## src/rtl/audio_pkg.sv

```systemverilog
// Shared audio constants: period width, note index width, note period table
// and the event record used by the voice allocator.
package audio_pkg;

  localparam int unsigned PERIOD_W   = 32;
  localparam int unsigned NOTE_IDX_W = 4;

  // Half-cycle periods in 50 MHz ticks, one octave C..C1
  localparam logic [PERIOD_W-1:0] PERIOD_C  = PERIOD_W'(191109);
  localparam logic [PERIOD_W-1:0] PERIOD_D  = PERIOD_W'(170265);
  localparam logic [PERIOD_W-1:0] PERIOD_E  = PERIOD_W'(151685);
  localparam logic [PERIOD_W-1:0] PERIOD_F  = PERIOD_W'(143172);
  localparam logic [PERIOD_W-1:0] PERIOD_G  = PERIOD_W'(127551);
  localparam logic [PERIOD_W-1:0] PERIOD_A  = PERIOD_W'(113636);
  localparam logic [PERIOD_W-1:0] PERIOD_B  = PERIOD_W'(101239);
  localparam logic [PERIOD_W-1:0] PERIOD_C1 = PERIOD_W'(95556);

  typedef enum logic [1:0] {
    EV_NONE    = 2'd0,
    EV_RELEASE = 2'd1,
    EV_PRESS   = 2'd2
  } event_kind_e;

  typedef struct packed {
    event_kind_e            kind;
    logic [NOTE_IDX_W-1:0]  note;
  } note_event_t;

endpackage

```

## src/rtl/voice_age_tracker.sv

```systemverilog
// Allocation-age ranking of the voices; rank 0 is the oldest allocation
// and is the steal candidate when no voice is free.
module voice_age_tracker
  import audio_pkg::*;
#(
  parameter int unsigned NUM_VOICES = 4
) (
  input  logic                          clock,
  input  logic                          reset,
  input  logic                          alloc_en_i,
  input  logic [$clog2(NUM_VOICES)-1:0] alloc_voice_i,
  output logic [$clog2(NUM_VOICES)-1:0] oldest_voice_o
);

  localparam int unsigned VOICE_W = $clog2(NUM_VOICES);

  logic [VOICE_W-1:0]    rank_q [NUM_VOICES];
  logic [VOICE_W-1:0]    rank_d [NUM_VOICES];
  logic [VOICE_W-1:0]    oldest_q;
  logic [VOICE_W-1:0]    oldest_d;
  logic [NUM_VOICES-1:0] rank_seen;

  // Newest allocation moves to the top; everything younger than it shifts down
  always_comb begin
    rank_d   = rank_q;
    oldest_d = '0;
    if (alloc_en_i) begin
      for (int unsigned v = 0; v < NUM_VOICES; v++) begin
        if (VOICE_W'(v) == alloc_voice_i) begin
          rank_d[v] = VOICE_W'(NUM_VOICES - 1);
        end else if (rank_q[v] > rank_q[alloc_voice_i]) begin
          rank_d[v] = rank_q[v] - VOICE_W'(1);
        end
      end
    end
    for (int unsigned v = 0; v < NUM_VOICES; v++) begin
      if (rank_d[v] == '0) oldest_d = VOICE_W'(v);
    end
  end

  always_ff @(posedge clock) begin
    if (reset) begin
      for (int unsigned v = 0; v < NUM_VOICES; v++) rank_q[v] <= VOICE_W'(v);
      oldest_q <= '0;
    end else begin
      rank_q   <= rank_d;
      oldest_q <= oldest_d;
    end
  end

  assign oldest_voice_o = oldest_q;

  always_comb begin
    rank_seen = '0;
    for (int unsigned v = 0; v < NUM_VOICES; v++) rank_seen[rank_q[v]] = 1'b1;
  end

  rank_permutation: assert property (@(posedge clock) disable iff (reset) &rank_seen);

endmodule

```

## src/rtl/voice_allocator.sv

```systemverilog
// Polyphony scheduler: serves one note press/release per cycle, assigning
// note gates to oscillator voices and stealing the oldest voice when full.
module voice_allocator
  import audio_pkg::*;
#(
  parameter int unsigned NUM_NOTES  = 8,
  parameter int unsigned NUM_VOICES = 4,
  parameter int unsigned PERIOD_W   = audio_pkg::PERIOD_W
) (
  input  logic                             clock,
  input  logic                             reset,
  input  logic [NUM_NOTES-1:0]             note_gate,
  input  logic [NUM_NOTES*PERIOD_W-1:0]    note_period,
  output logic [NUM_VOICES-1:0]            voice_play,
  output logic [NUM_VOICES*PERIOD_W-1:0]   voice_period,
  output logic [NUM_VOICES*NOTE_IDX_W-1:0] voice_note,
  output logic [NUM_VOICES-1:0]            voice_trig,
  output logic                             steal_pulse,
  output logic                             busy
);

  localparam int unsigned VOICE_W = $clog2(NUM_VOICES);

  logic [NUM_NOTES-1:0]   gate_q;
  logic [NUM_NOTES-1:0]   ack_q, ack_d;
  logic [NUM_VOICES-1:0]  play_q, play_d;
  logic [NUM_VOICES-1:0]  trig_q, trig_d;
  logic                   steal_q, steal_d;
  logic [NOTE_IDX_W-1:0]  note_q   [NUM_VOICES];
  logic [NOTE_IDX_W-1:0]  note_d   [NUM_VOICES];
  logic [PERIOD_W-1:0]    period_q [NUM_VOICES];
  logic [PERIOD_W-1:0]    period_d [NUM_VOICES];

  logic [NUM_NOTES-1:0]   press_ev_c, release_ev_c;
  note_event_t            ev_c;
  logic [PERIOD_W-1:0]    sel_period_c;
  logic                   free_found_c;
  logic [VOICE_W-1:0]     free_voice_c, target_c, oldest_voice;
  logic                   alloc_en_c;
  logic                   dup_note_c;

  assign press_ev_c   = gate_q & ~ack_q;
  assign release_ev_c = ~gate_q & ack_q;
  assign busy         = |(gate_q ^ ack_q);

  // Event pick: any release beats any press, lowest note index first
  always_comb begin
    ev_c = '{kind: EV_NONE, note: '0};
    for (int unsigned n = 0; n < NUM_NOTES; n++) begin
      if (release_ev_c[n] && ev_c.kind == EV_NONE) ev_c = '{kind: EV_RELEASE, note: NOTE_IDX_W'(n)};
    end
    for (int unsigned n = 0; n < NUM_NOTES; n++) begin
      if (press_ev_c[n] && ev_c.kind == EV_NONE) ev_c = '{kind: EV_PRESS, note: NOTE_IDX_W'(n)};
    end
    sel_period_c = '0;
    for (int unsigned n = 0; n < NUM_NOTES; n++) begin
      if (NOTE_IDX_W'(n) == ev_c.note) sel_period_c = note_period[n*PERIOD_W +: PERIOD_W];
    end
  end

  always_comb begin
    free_found_c = 1'b0;
    free_voice_c = '0;
    for (int unsigned v = 0; v < NUM_VOICES; v++) begin
      if (!play_q[v] && !free_found_c) begin
        free_found_c = 1'b1;
        free_voice_c = VOICE_W'(v);
      end
    end
    target_c = free_found_c ? free_voice_c : oldest_voice;
  end

  always_comb begin
    ack_d      = ack_q;
    play_d     = play_q;
    note_d     = note_q;
    period_d   = period_q;
    trig_d     = '0;
    steal_d    = 1'b0;
    alloc_en_c = 1'b0;
    case (ev_c.kind)
      EV_RELEASE: begin
        for (int unsigned n = 0; n < NUM_NOTES; n++) begin
          if (NOTE_IDX_W'(n) == ev_c.note) ack_d[n] = 1'b0;
        end
        // A stolen note owns no voice, so this may match nothing
        for (int unsigned v = 0; v < NUM_VOICES; v++) begin
          if (play_q[v] && note_q[v] == ev_c.note) play_d[v] = 1'b0;
        end
      end
      EV_PRESS: begin
        for (int unsigned n = 0; n < NUM_NOTES; n++) begin
          if (NOTE_IDX_W'(n) == ev_c.note) ack_d[n] = 1'b1;
        end
        play_d[target_c]   = 1'b1;
        note_d[target_c]   = ev_c.note;
        period_d[target_c] = sel_period_c;
        trig_d[target_c]   = 1'b1;
        steal_d            = ~free_found_c;
        alloc_en_c         = 1'b1;
      end
      default: ;
    endcase
  end

  always_ff @(posedge clock) begin
    if (reset) begin
      gate_q  <= '0;
      ack_q   <= '0;
      play_q  <= '0;
      trig_q  <= '0;
      steal_q <= 1'b0;
      for (int unsigned v = 0; v < NUM_VOICES; v++) begin
        note_q[v]   <= '0;
        period_q[v] <= '0;
      end
    end else begin
      gate_q   <= note_gate;
      ack_q    <= ack_d;
      play_q   <= play_d;
      trig_q   <= trig_d;
      steal_q  <= steal_d;
      note_q   <= note_d;
      period_q <= period_d;
    end
  end

  voice_age_tracker #(
    .NUM_VOICES(NUM_VOICES)
  ) u_age (
    .clock          (clock),
    .reset          (reset),
    .alloc_en_i     (alloc_en_c),
    .alloc_voice_i  (target_c),
    .oldest_voice_o (oldest_voice)
  );

  always_comb begin
    for (int unsigned v = 0; v < NUM_VOICES; v++) begin
      voice_note[v*NOTE_IDX_W +: NOTE_IDX_W] = note_q[v];
      voice_period[v*PERIOD_W +: PERIOD_W]   = period_q[v];
    end
  end

  assign voice_play  = play_q;
  assign voice_trig  = trig_q;
  assign steal_pulse = steal_q;

  always_comb begin
    dup_note_c = 1'b0;
    for (int unsigned v = 0; v < NUM_VOICES; v++) begin
      for (int unsigned w = v + 1; w < NUM_VOICES; w++) begin
        if (play_q[v] && play_q[w] && note_q[v] == note_q[w]) dup_note_c = 1'b1;
      end
    end
  end

  unique_notes: assert property (@(posedge clock) disable iff (reset) !dup_note_c);

endmodule

```

## config.mk

```make
export PLATFORM = sky130hd
export DESIGN_NAME = voice_allocator
export DESIGN_NICKNAME = d
export VERILOG_FILES = /design/src/rtl/audio_pkg.sv /design/src/rtl/voice_age_tracker.sv /design/src/rtl/voice_allocator.sv
export SDC_FILE = /design/constraint.sdc
export NUM_CORES = 1
export LEC_CHECK = 0
export BUFFER_PORTS_ARGS = -buffer_cell sky130_fd_sc_hd__buf_4
export CORE_ASPECT_RATIO = 0.75
export CORE_MARGIN = 3
export CORE_UTILIZATION = 29
export DETAILED_ROUTE_END_ITERATION = 7
export GPL_ROUTABILITY_DRIVEN = 0
export GPL_TIMING_DRIVEN = 0
export PLACE_DENSITY = 0.64
export SYNTH_ARGS = -nofsm -noshare
export SYNTH_HDL_FRONTEND = slang
export SYNTH_HIERARCHICAL = 1
export SYNTH_SLANG_ARGS = --single-unit
```

## constraint.sdc

```tcl
create_clock -name clock -period 7.3 [get_ports clock]
set_input_delay 0.73 -clock clock [delete_from_list [all_inputs] [get_ports clock]]
set_output_delay 0.73 -clock clock [all_outputs]
set_load 0.02 [all_outputs]
```

---- Yosys cells after proc, flatten, opt, wreduce, memory -nomap -nowiden ----
Index checks and enable logic that the tools add are counted.
storage, ports and cells
  bits in registers ....................... 179
  output and inout port bits .............. 154
  input bits .............................. 266
  word-level logic and storage cells ...... 229
cells by class
  order comparisons ....................... 8
  bitwise logic cells ..................... 9
  eq/ne operators ......................... 36
  add/subtract/negate cells ............... 4
  reduce and logical (&&, ||, !) cells .... 66
  mux-type cells .......................... 78
operator list
  kind                                                                  count
  32-bit two-way mux                                                    9
  128-bit bitwise mux                                                   1
  6-bit two-way mux                                                     12
  32-bit demux with 2-bit select                                        1
  2-bit inequality test, second input constant                          20
  2-bit zero test                                                       19
  2-bit two-way mux                                                     15
  1-bit two-way mux                                                     28
  5-bit two-way mux                                                     5
  1-bit logical AND                                                     24
  3-bit AND reduction                                                   8
  8-bit AND                                                             2
  16-bit bitwise mux                                                    1
  3-bit by 4-bit equality test with 1-bit output, first input constant  4
  4-bit equality test                                                   4
  8-bit NOT                                                             2
  8-bit case mux with 2 select lines                                    1
  2-bit AND reduction                                                   5
  4-bit demux with 2-bit select                                         1
  2-bit by 4-bit equality test with 1-bit output, first input constant  2
  2-bit > comparator                                                    4
  4-bit case mux with 2 select lines                                    1
  8-bit OR reduction                                                    1
  2-bit by 1-bit subtractor with 2-bit output, second input constant    4
  other kinds (20)                                                      27

---- Logic depth before layout (Yosys ltp) ----
  depth after elaboration ................. 58
  gate-level depth with buffers ........... 14
  gate-level depth less buffers ........... 13

---- Modules after synthesis ----
Netlist, hierarchy kept.
modules (own cells, without submodules)
  module             instances  area each (sq um)  cells an instance
  voice_allocator    1          9,245.1            1,100
  voice_age_tracker  1          686.9              80

---- Worst setup path before layout ----
OpenSTA, ideal clock, no wires.
  path type ............................... flip-flop to flip-flop
  start point ............................. reg play_q[3], in the netlist voice_play[3]
  end point ............................... reg u_age.oldest_q[0], in the netlist u_age/oldest_voice_o[0]
  cell stages (with the launch flop) ...... 15
  library setup time ...................... 0.088 ns
  arrival time ............................ 2.934 ns
  path buffers ............................ 1
  slack ................................... 4.278 ns
  cells stage by stage .................... dfxtp_1 > inv_1 > o21ai_0 > nand2_1 > nand2_1 > clkinv_1 > buf_2 > mux4_2 > inv_1 > ha_1 > nand2_1 > o211ai_2 > and2_0 > or4_4 > o32ai_2
between the ends
  word-level cells in the longest chain between the ends .. 16
  elaborated cells between the ends (all ways) .. 28
  classes of those cells .................. 3 x order compare; 3 x eq/ne; 16 x mux; 1 x bitwise; 5 x reduce/logical
RTL lines
  what                                                           RTL line                 source
  start, declared                                                voice_allocator.sv:26    logic [NUM_VOICES-1:0] play_q, play_d;
  start signal, assigned                                         voice_allocator.sv:120   play_q <= play_d;
  1-bit zero test (*)                                            voice_allocator.sv:65    if (!play_q[v] && !free_found_c) begin
  1-bit logical AND (*)                                          voice_allocator.sv:65
  2-bit two-way mux / 1-bit two-way mux (equally long branches)  voice_allocator.sv:65
  2-bit two-way mux (*)                                          voice_allocator.sv:70    target_c = free_found_c ? free_voice_c : oldest_voice;
  net target_c[0]                                                voice_allocator.sv:38    logic [VOICE_W-1:0] free_voice_c, target_c, oldest_voice;
  2-bit NOT with 3-bit output (not written as such)              voice_age_tracker.sv:31  end else if (rank_q[v] > rank_q[alloc_voice_i]) begin
  2-bit binary-select mux with 2-bit select                      voice_age_tracker.sv:31
  2-bit two-way mux (not written as such) (2 in series)          voice_age_tracker.sv:31
  2-bit > comparator                                             voice_age_tracker.sv:31
  2-bit two-way mux                                              voice_age_tracker.sv:31
  2-bit two-way mux                                              voice_age_tracker.sv:29  if (VOICE_W'(v) == alloc_voice_i) begin
  6-bit two-way mux (*)                                          voice_age_tracker.sv:27  if (alloc_en_i) begin
  2-bit zero test                                                voice_age_tracker.sv:37  if (rank_d[v] == '0) oldest_d = VOICE_W'(v);
  1-bit two-way mux                                              voice_age_tracker.sv:37
  2-bit two-way mux                                              voice_age_tracker.sv:37
  2-bit two-way mux (*)                                          voice_age_tracker.sv:37
  end signal, assigned                                           voice_age_tracker.sv:47  oldest_q <= oldest_d;
  end, declared                                                  voice_age_tracker.sv:19  logic [VOICE_W-1:0] oldest_q;
The timed path passes the listed nets; every way through them passes the cells marked *. The select of a mux whose other input is x is not followed.
A chain may end at the register's enable or synchronous reset.

---- Worst setup path in the final report ----
  start point ............................. reg gate_q[1]
  end point ............................... reg period_q, in the netlist voice_period[127]
between the ends
  word-level cells in the longest chain between the ends .. 56
  elaborated cells between the ends (all ways) .. 65
  classes of those cells .................. 8 x eq/ne; 24 x mux; 3 x bitwise; 30 x reduce/logical
RTL lines
  what                              RTL line                source
  start, declared                   voice_allocator.sv:24   logic [NUM_NOTES-1:0] gate_q;
  start signal, assigned            voice_allocator.sv:118  gate_q <= note_gate;
  8-bit NOT                         voice_allocator.sv:43   assign release_ev_c = ~gate_q & ack_q;
  8-bit AND                         voice_allocator.sv:43
  1-bit logical AND                 voice_allocator.sv:50   if (release_ev_c[n] && ev_c.kind == EV_NONE) ev_c = '{kind: EV_RELEASE, note: NOTE_IDX_W'(n)};
  5-bit two-way mux                 voice_allocator.sv:50
  2-bit zero test                   voice_allocator.sv:50
  1-bit logical AND                 voice_allocator.sv:50
  5-bit two-way mux                 voice_allocator.sv:50
  2-bit zero test                   voice_allocator.sv:50
  [33 not listed]                   -
  1-bit logical AND                 voice_allocator.sv:53   if (press_ev_c[n] && ev_c.kind == EV_NONE) ev_c = '{kind: EV_PRESS, note: NOTE_IDX_W'(n)};
  6-bit two-way mux (*)             voice_allocator.sv:53
  2-bit zero test                   voice_allocator.sv:53
  1-bit logical AND                 voice_allocator.sv:53
  6-bit two-way mux (*)             voice_allocator.sv:53
  4-bit zero test                   voice_allocator.sv:57   if (NOTE_IDX_W'(n) == ev_c.note) sel_period_c = note_period[n*PERIOD_W +: PERIOD_W];
  32-bit two-way mux (8 in series)  voice_allocator.sv:57
  128-bit bitwise mux               voice_allocator.sv:97   period_d[target_c] = sel_period_c;
  end signal, assigned              voice_allocator.sv:124  period_q <= period_d;
  end, declared                     voice_allocator.sv:31   logic [PERIOD_W-1:0] period_q [NUM_VOICES];
Mark *: on every way between the ends. The rest lies on a longest branch, timed or not.

==> metrics.md <==
| Metric | Value |
|---|---|
| I/O pin count | 420 |
| Status | finished clean |
| Post-synthesis cell type count | 70 |
| Root Driver | clkbuf_16 |
| TritonCTS clock tree | done |
| Sw Ratio | 55.3% |
| Ant. Diodes | 0 |
| Slew Limit Fails | 0 |
| Crit. End Element | register |
| Most used flip-flop cell after synthesis | dfxtp_1 |
| Achievable Freq | 231 MHz |
| Vias | 11.7k |
| Via density | 5.63 |
| Cell family with most CP delay | simple AND/OR/NAND/NOR gates |
| # port buffers | 414 |
| Layout net count | 1,908 |
| Area Growth Syn to Fin | 43.6% |
| Final period util | 59.3% |
| Register-to-register setup slack | 2.97 ns |
| Worst reg-to-reg path cell count | 12 |
| Critical-path cell list | inv_1 -> ha_1 -> nor4_4 -> nand2_1 -> nor2b_1 -> ha_1 -> clkbuf_1 -> nand2_1 -> nor2_1 -> clkbuf_1 -> o221ai_1 -> a21oi_1 |
| Initial antenna violation count | 0 |
| Worst path depth | 12 |
| Cell depth of the worst hold path | 2 |
| Drt initial violations | 1,357 |
| Pint | 3.59 mW |
| Clock sink count | 175 |
| Max Cap Viol | 0 |
| Seq cells post-synth | 175 |
| WP data arrival | 4.69 ns |
| Share of the synthesized area in the top cell type | 35.3% |
| Gate Count Post-Synth | 1,180 |
| Worst-skew pair later-pin latency | 0.45 ns |
| Routed length per instance | 24.2 um |
| Worst Setup Path Type | register to register |
| Crit start category | register |
| Worst EP required | 7.66 ns |
| Logic gate share of total power | 71.3% |
| TritonCTS Buffers | 17 |
| Leak Pwr | 5.83 nW |
| Clock power share | 12.7% |
| Max-slew headroom | 26.9% |
| Post-Syn Area per Cell | 8.42 um^2 |
| Post-synth EDFFs | 0 |
| Worst-Margin Slew | 1.10 ns |
| Drt first pass iters | 5 |
| TNS Setup | 0 ns |
| Number of placement rows | 58 |
| Resized Gates After CTS | 0 |
| Sequential power share | 15.9% |
| Total core area | 33,700 um^2 |
| Die Span Y | 166 um |
| Share of cells above drive strength 1 | 33.4% |
| Critical path fanouts, max | 10 |
| Clock Skews | 0.0196 ns |
| Max IR drop VDD | 0.000392 V |
| Post-route DRC | 0 |
| Final min period | 4.33 ns |
| Slowest CP cell | nor2_1 |
| Worst path bufs/invs | 3 |
| Cts hold-fix bufs | 0 |
| Slowest cell delay on critical path | 0.84 ns |
| Die width | 220 um |
| Total grt overflow | 0 |
| Yosys Warn Count | 6 |
| Overall global routing resource usage | 26.3% |
| Post-layout power | 8.03 mW |
| Mapped cell area | 9930 um^2 |
| Seq/Total Area, Yosys | 35.3% |
| First-pass GRT wire length | 71,800 um |
| RSZ-0062 raised after global routing | no |
| Sw power | 4.44 mW |
| Clock buffer depth | 2 |
| WL final | 50,400 um |
| Final core occ | 42.4% |
| Setup bufs post-CTS | 0 |
| Dominant cell type by area after synthesis | dfxtp_1 |
| HP Class | register to register |
| Post-DRT Antenna Nets | 0 |
| Area contributors post-synth | dfxtp_1, o221ai_1, a21oi_1 |
| Final Setup Violations | 0 |
| Fillers | 3,426 |
| H-tree level count | 4 |
| Hold Fails Final Rpt | 0 |
| HPWL Detailed | 40,200 um |
| Pwr/cell area | 563 nW/um^2 |
| CTS clk-pin slew, worst paths | 0.07 ns |
| Largest net degree at the start of global routing | 17 |
| Ys async rst share | 0% |
| Vias in the first global route | 11.1k |
| Starting density of the core | 29.5% |
| Total die area | 36,500 um^2 |
| Fin Hold WS | 0.457 ns |
## kinds of logic (layout without fill, tap and decap cells)
kind of cell             Yosys count  count (layout)  synth area share (%)
other                              1               4                0.0378
multiplexers                      35              35                  3.91
XOR/XNOR                          15              15                  1.32
adder cells (fa/ha/maj)           26              26                  3.28
buffers and inverters            153             599                  6.98
AO/OA/AOI/OAI                    396             396                  30.8
flip-flops                       175             175                  35.3
AND/OR/NAND/NOR                  379             379                  18.4
## layer usage
metal	track usage [%]	wire length [um]	vias up
li1	-	-	5343
met1	36.1	21900	5589
met5	0	0	-
met2	41.1	22400	682
met4	7.64	1440	0
met3	6.05	4640	85
## cells in the mapped netlist, types with 5 or more instances
cell type	instances
a311oi_1	16
nand3_1	19
clkbuf_1	67
xnor2_1	13
inv_1	40
mux2i_1	23
and2_1	8
nor4_1	30
a31oi_1	5
nor3_1	55
o31ai_1	5
dfxtp_1	175
a21oi_1	109
o211ai_1	13
mux2_2	10
or3_1	18
buf_4	11
ha_1	26
a32oi_1	5
buf_6	6
a221oi_1	45
o32ai_2	21
nor2_1	75
o21ai_0	26
a21o_1	21
o221ai_1	69
nand2_1	134
buf_2	26
a211oi_1	27
nor2b_1	13
## layout by cell type (no fill, tap or decap), types with 6 or more instances in the layout
cell       Yosys  final
nand3_1       19     19
nand2_1      134    134
o211ai_1      13     13
clkbuf_16      0     17
buf_2         26     26
clkbuf_1      67     69
or3_1         18     18
a21o_1        21     21
o32ai_2       21     21
o21ai_0       26     26
a21oi_1      109    109
mux2i_1       23     23
dfxtp_1      175    175
and2_1         8      8
nor2b_1       13     13
inv_1         40     40
buf_4         11    425
o221ai_1      69     69
nor2_1        75     75
nor3_1        55     55
a211oi_1      27     27
xnor2_1       13     13
buf_6          6      6
a221oi_1      45     45
ha_1          26     26
mux2_2        10     10
nor4_1        30     30
a311oi_1      16     16
## power by group through the flow
stage	registers (mW)	clock network (mW)	logic (mW)
floorplan	1.42	0	3.38
global placement	1.29	0	5.52
detailed placement	1.30	0	5.60
CTS	1.28	1.03	5.61
global route	1.30	1.07	6.07
finish	1.28	1.02	5.72
## tightest hold or removal path: cells and delay by family (launching register included)
family,cells,cell delay [ns]
flip-flops,1,0.31
AND/OR/NAND/NOR,1,0.05
AO/OA/AOI/OAI,1,0.05
## through the flow
step                setup slack (ns)  area (um^2)  std cells
floorplan                       4.28         9940       1183
global placement                3.13        13600       2047
detailed placement              3.05        13600       2047
CTS                             3.03        14300       2079
global route                    2.74        14300       2079
finish                          2.97        14300       2079
## flip-flops by register name, indices dropped and copies added, names as in the netlist
register and count:
ack_q 8, u_age/rank_q 8, voice_trig 4, steal_pulse 1, gate_q 8, u_age/oldest_voice_o 2
voice_period 128, voice_note 12, voice_play 4
## area by class of cell
cell class	instances	area (um^2)	area share [%]
Inverter	41	154	1.08
Tap cell	450	563	3.95
Buffer	112	539	3.78
Clock buffer	20	447	3.13
Sequential cell	175	3500	24.6
Timing Repair Buffer	414	3110	21.8
Multi-Input combinational cell	855	5750	40.3
Clock inverter	12	200	1.40
## worst paths after layout
path,from,to
worst max register to register,gate_q[1],voice_period[127]
worst max-delay path,gate_q[1],voice_period[127]
worst min register to register,voice_period[34],voice_period[34]
worst min-delay path,voice_period[34],voice_period[34]
(Power assumes the default switching activity.)
